$ cat config.mk
export PLATFORM = sky130hd
export DESIGN_NAME = debounce_array
export DESIGN_NICKNAME = d
export VERILOG_FILES = /design/src/rtl/debounce_array.sv
export SDC_FILE = /design/constraint.sdc
export NUM_CORES = 1
export LEC_CHECK = 0
export BUFFER_PORTS_ARGS = -buffer_cell sky130_fd_sc_hd__buf_2
export CELL_PAD_IN_SITES_DETAIL_PLACEMENT = 1
export CELL_PAD_IN_SITES_GLOBAL_PLACEMENT = 1
export CORE_ASPECT_RATIO = 1.4
export CORE_MARGIN = 2
export CORE_UTILIZATION = 40
export CTS_CLUSTER_SIZE = 30
export DETAILED_ROUTE_END_ITERATION = 8
export PLACE_DENSITY_LB_ADDON = 0.1
export SYNTH_ARGS = -nofsm -noshare
export SYNTH_HDL_FRONTEND = slang
export SYNTH_SLANG_ARGS = --single-unit
$ cat constraint.sdc
create_clock -name clk -period 3.3 [get_ports clk]
set_input_delay 0.165 -clock clk [delete_from_list [all_inputs] [get_ports clk]]
set_output_delay 0.165 -clock clk [all_outputs]
set_load 0.02 [all_outputs]
$ cat src/rtl/debounce_array.sv
// debounce_array: multi-channel push-button / switch conditioner.
// Each channel goes through optional polarity inversion, a two-flop
// synchroniser and a saturating stability counter. The block outputs a
// debounced level plus one-cycle press and release strobes.
// Optional feature: define DEBOUNCE_ARRAY_AUTOREPEAT_EN to add per-channel
// auto-repeat press strobes while a button is held.
module debounce_array #(
    parameter int CHANNELS      = 4,
    parameter int CNT_DEPTH     = 10485760,
    parameter bit ACTIVE_LOW    = 1'b0,
    parameter int REPEAT_DELAY  = 50000000,
    parameter int REPEAT_PERIOD = 10000000
) (
    input  logic                clk,
    input  logic                resetn,
    input  logic [CHANNELS-1:0] raw_sig,
    output logic [CHANNELS-1:0] level,
    output logic [CHANNELS-1:0] press_pulse,
    output logic [CHANNELS-1:0] release_pulse
);

    localparam int CNT_W = (CNT_DEPTH > 1) ? $clog2(CNT_DEPTH) : 1;
    localparam logic [CNT_W-1:0] CNT_MAX = CNT_W'(CNT_DEPTH - 1);

    // Parameter sanity: refuse to elaborate with out-of-range settings.
    if (CHANNELS < 1 || CNT_DEPTH < 2 || REPEAT_DELAY < 1 || REPEAT_PERIOD < 1)
    begin : g_bad_param
        $error("debounce_array: parameter out of range");
    end

    // Pin levels normalised so that 1 always means pressed.
    logic [CHANNELS-1:0] pin_norm;
    assign pin_norm = raw_sig ^ {CHANNELS{ACTIVE_LOW}};

    logic [CHANNELS-1:0] sync1_q, sync2_q;
    logic [CHANNELS-1:0] level_q, level_d;
    logic [CHANNELS-1:0] press_q, press_d;
    logic [CHANNELS-1:0] release_q, release_d;
    logic [CNT_W-1:0]    cnt_q [CHANNELS];
    logic [CNT_W-1:0]    cnt_d [CHANNELS];
    logic [CHANNELS-1:0] accept;

`ifdef DEBOUNCE_ARRAY_AUTOREPEAT_EN
    localparam int RC_MAX = (REPEAT_DELAY > REPEAT_PERIOD) ? REPEAT_DELAY : REPEAT_PERIOD;
    localparam int RC_W   = $clog2(RC_MAX + 1);
    localparam logic [RC_W-1:0] RC_DELAY  = RC_W'(REPEAT_DELAY);
    localparam logic [RC_W-1:0] RC_PERIOD = RC_W'(REPEAT_PERIOD);

    // rc counts cycles since the last press strobe; phase_q marks that the
    // first (long) repeat delay has elapsed and the short period applies.
    logic [RC_W-1:0]     rc_q [CHANNELS];
    logic [RC_W-1:0]     rc_d [CHANNELS];
    logic [CHANNELS-1:0] phase_q, phase_d;
`endif

    // Two-flop synchroniser on the normalised pin levels.
    // NOTE: sequential state uses non-blocking assignments so every flop
    // samples the pre-edge value of its source, giving a true shift chain.
    always_ff @(posedge clk or negedge resetn) begin
        if (!resetn) begin
            sync1_q <= '0;
            sync2_q <= '0;
        end else begin
            sync1_q <= pin_norm;
            sync2_q <= sync1_q;
        end
    end

    // Stability counter, level acceptance and strobe generation per channel.
    // NOTE: every signal written here gets a default first, so no path
    // leaves one unassigned and no latch is inferred.
    always_comb begin
        level_d   = level_q;
        press_d   = '0;
        release_d = '0;
        accept    = '0;
        cnt_d     = cnt_q;
`ifdef DEBOUNCE_ARRAY_AUTOREPEAT_EN
        rc_d      = rc_q;
        phase_d   = phase_q;
`endif
        for (int ch = 0; ch < CHANNELS; ch++) begin
            if (sync2_q[ch] == level_q[ch]) begin
                cnt_d[ch] = '0;
            end else if (cnt_q[ch] == CNT_MAX) begin
                accept[ch]    = 1'b1;
                level_d[ch]   = sync2_q[ch];
                cnt_d[ch]     = '0;
                press_d[ch]   = sync2_q[ch];
                release_d[ch] = ~sync2_q[ch];
            end else begin
                cnt_d[ch] = cnt_q[ch] + CNT_W'(1);
            end

`ifdef DEBOUNCE_ARRAY_AUTOREPEAT_EN
            // An accepted edge (press or release) restarts the repeat
            // schedule; release therefore beats a repeat due this cycle.
            if (accept[ch]) begin
                rc_d[ch]    = '0;
                phase_d[ch] = 1'b0;
            end else if (level_q[ch]) begin
                if ((rc_q[ch] + RC_W'(1)) == (phase_q[ch] ? RC_PERIOD : RC_DELAY)) begin
                    press_d[ch] = 1'b1;
                    rc_d[ch]    = '0;
                    phase_d[ch] = 1'b1;
                end else begin
                    rc_d[ch] = rc_q[ch] + RC_W'(1);
                end
            end else begin
                rc_d[ch]    = '0;
                phase_d[ch] = 1'b0;
            end
`endif
        end
    end

    // Level, strobe and counter registers.
    // NOTE: the per-channel counter arrays are plain flops, not RAM, so they
    // are cleared by reset like any other state.
    always_ff @(posedge clk or negedge resetn) begin
        if (!resetn) begin
            level_q   <= '0;
            press_q   <= '0;
            release_q <= '0;
            for (int ch = 0; ch < CHANNELS; ch++) begin
                cnt_q[ch] <= '0;
            end
        end else begin
            level_q   <= level_d;
            press_q   <= press_d;
            release_q <= release_d;
            cnt_q     <= cnt_d;
        end
    end

`ifdef DEBOUNCE_ARRAY_AUTOREPEAT_EN
    // Auto-repeat counters and phase flags.
    always_ff @(posedge clk or negedge resetn) begin
        if (!resetn) begin
            phase_q <= '0;
            for (int ch = 0; ch < CHANNELS; ch++) begin
                rc_q[ch] <= '0;
            end
        end else begin
            phase_q <= phase_d;
            rc_q    <= rc_d;
        end
    end
`endif

    assign level         = level_q;
    assign press_pulse   = press_q;
    assign release_pulse = release_q;

endmodule

==> flow_summary.ini <==
[status]
status = complete, no violations

[sta]
post-route-min-period_ns = 2.53
hold_viol = 0
setup_slack_ns = 0.772
whs_ns = 0.348
tightest_slew_ns = 0.740
min_period_over_period = 0.766
maxSlewViolCount = 0
rsz0062_at_grt = false
max_clock_freq_mhz = 396
slew_headroom = 0.506
finalSetupTns_ns = 0
setup_viol = 0
worst_clock_skew_ns = 0.00878

[placed_design]
pre_cts_ws_ns = 0.795
place_hpwl_um = 8260
place_area_um2 = 5790
port_buffers = 17
placed_cells = 727
routabilityCongestion = 0.775

[cells_and_area]
drive_gt1_frac = 0.112
nets = 579
finalInstanceArea_um2 = 6430
fin_util = 0.481
stdcell_count = 764
areaGrowthSynthToFinish_pct = 16.8
diodes = 0

[job]
max-cap-violations = 0

[logic_synthesis]
synth_top_family_by_area = simple AND/OR/NAND/NOR gates
synthTopCellsByCount = dfrtp_1 (116), nor2_1 (57), nand3_1 (39)
synthTopCellsByArea = dfrtp_1 (53%), xor2_1 (5.1%), nor2_1 (3.9%), nand3_1 (3.5%), xnor2_1 (3.5%)
syn_nets = 558
yosysTopAreaCell = dfrtp_1
synth_edf_count = 0
synth-xor-area-share = 0.0858
synthFlopType = dfrtp_1
synth_cell_types = 40
synthAdderAreaFrac = 0.00908
yosysWarnings = 0
synth_mux_area_frac = 0.00886
yosysSeqAreaShare = 0.527
synth_most_common_cell = dfrtp_1
async_reset_ff_frac = 1.00
netlist.area_leader.share = 0.527
synth_compound_area_frac = 0.0917
syn_avg_cell_area_um2 = 10.1
synthCells = 548
yosys.area_share.simple = 0.253
ys_ff_latch = 116
synthesis.area_um2 = 5510

[die]
io_pins = 18
dieArea_um2 = 14700
fp.dieH_um = 143
start_util = 0.412
die_w_um = 103
rows = 50
core_area_um2 = 13400

[worst_setup_path]
cp_slowest_cell = or4_1
crit_path_end_kind = flop
critPathTopFamily = simple AND/OR/NAND/NOR gates
start_kind = flop
setup.worst_path.class = reg -> reg
path_max_fanout = 8
required_ns = 3.59
path_cells = ha_1, nand2_1, or4_1, or4_4, mux2_4
crit_arrival_ns = 2.82
crit_buf_inv = 0
slowest_delay_ns = 0.66

[hold_path]
min_path_type = reg -> reg

[routing]
wl_per_cell_um = 16.2
vias = 4230
vias_per_cell = 5.54
drcViolationCount = 0
dr.first_iter.drc_count = 113
ant_nets = 0
firstDrtPassIters = 4
drt-total-wl_um = 12400

[pwr]
clkPwrFrac = 0.544
p_int_mw = 2.68
switching_share = 0.210
total_power_mw = 3.40
p_sw_uw = 714
pwr-share-seq = 0.430
power_frac_comb = 0.026
powerDensity_nw_per_um2 = 528
ir_worst_vdd_uv = 335
p_leak_nw = 2.66

[clock_network]
cts_made_buffers = 17
path_clk_slew_ns = 0.05
clock_latency_ns = 0.41
clockRootBuffer = clkbuf_16
post-cts-setup-buffers = 0
clock_path_buffers = 2
htree_num_levels = 4
numClockSinks = 116
cts_tree = built

[global_route]
grt_start_max_net_pins = 63
grt_overflow = 0
grt_pass1_vias = 4562
grt_pass1_wl_um = 21800
antenna_found_initial = 0
grt.total_usage = 0.188
[final timing paths]
kind	slack, ns	to	startpoint	cells after the start
max in group asynchronous	2.16	cnt_q[25]	resetn	3
min reg2reg	0.35	sync2_q[0]	sync1_q[0]	0
max reg2reg	0.77	level[2]	cnt_q[24]	5
min in group asynchronous	0.37	cnt_q[93]	resetn	2
min	0.35	sync2_q[0]	sync1_q[0]	0
max	0.77	level[2]	cnt_q[24]	5
[cells by family after synthesis]
kind of cell	Yosys count
buf+inv	35
xor+xnor	54
flops	116
compound gates	84
simple gates	251
fa+ha+maj	4
mux	4
[routing by layer]
metal	GRT usage	share of wire	vias to the layer above
met4	0.0658	0.013	0
met1	0.226	0.44	2144
li1	-	-	2034
met5	0	0	-
met2	0.320	0.52	40
met3	0.0499	0.026	12
[power groups by stage]
stage	clock network, mW	logic [mW]	registers (mW)
3_5_place_dp	0	0.0869	1.48
3_3_place_gp	0	0.0864	1.48
5_1_grt	1.96	0.103	1.46
6_report	1.85	0.0882	1.46
4_1_cts	1.90	0.0929	1.46
2_1_floorplan	0	0.0372	1.48
[final cells by class]
cell class	instances	area, um2
clock buffers	21	460
clock inverters	11	133
fillers	1527	6950
inverters	10	37.5
multi-input cells	397	2480
flip-flops and latches	116	2900
well taps	182	228
repair buffers	27	188
[flip-flops by register name (all words and copies together), names as in the netlist]
name	flops
release_pulse	4
sync2_q	4
sync1_q	4
cnt_q	96
level	4
press_pulse	4
[placed cells by master, fill, tap and decap left out, drive strengths merged, types with 4 or more instances in the layout]
cell / count
and3: 16
clkinv: 7
o31ai: 20
nand3: 39
mux2: 4
nand4: 27
or4: 24
and2: 4
or3: 15
ha: 4
xnor2: 22
nor3: 9
dfrtp: 116
inv: 10
nand2: 26
clkbuf: 21
o21ai: 16
a21oi: 38
nor3b: 8
nor4: 7
buf: 22
and4: 11
xor2: 32
dlygate4sd3: 5
nor2: 57
[timing repair]
action | CTS | global route
hold buffers | 5 | 0
hold endpoints to repair | 58 | 0
gates resized for setup | 0 | 0
Power figures use the tool's default switching activity.
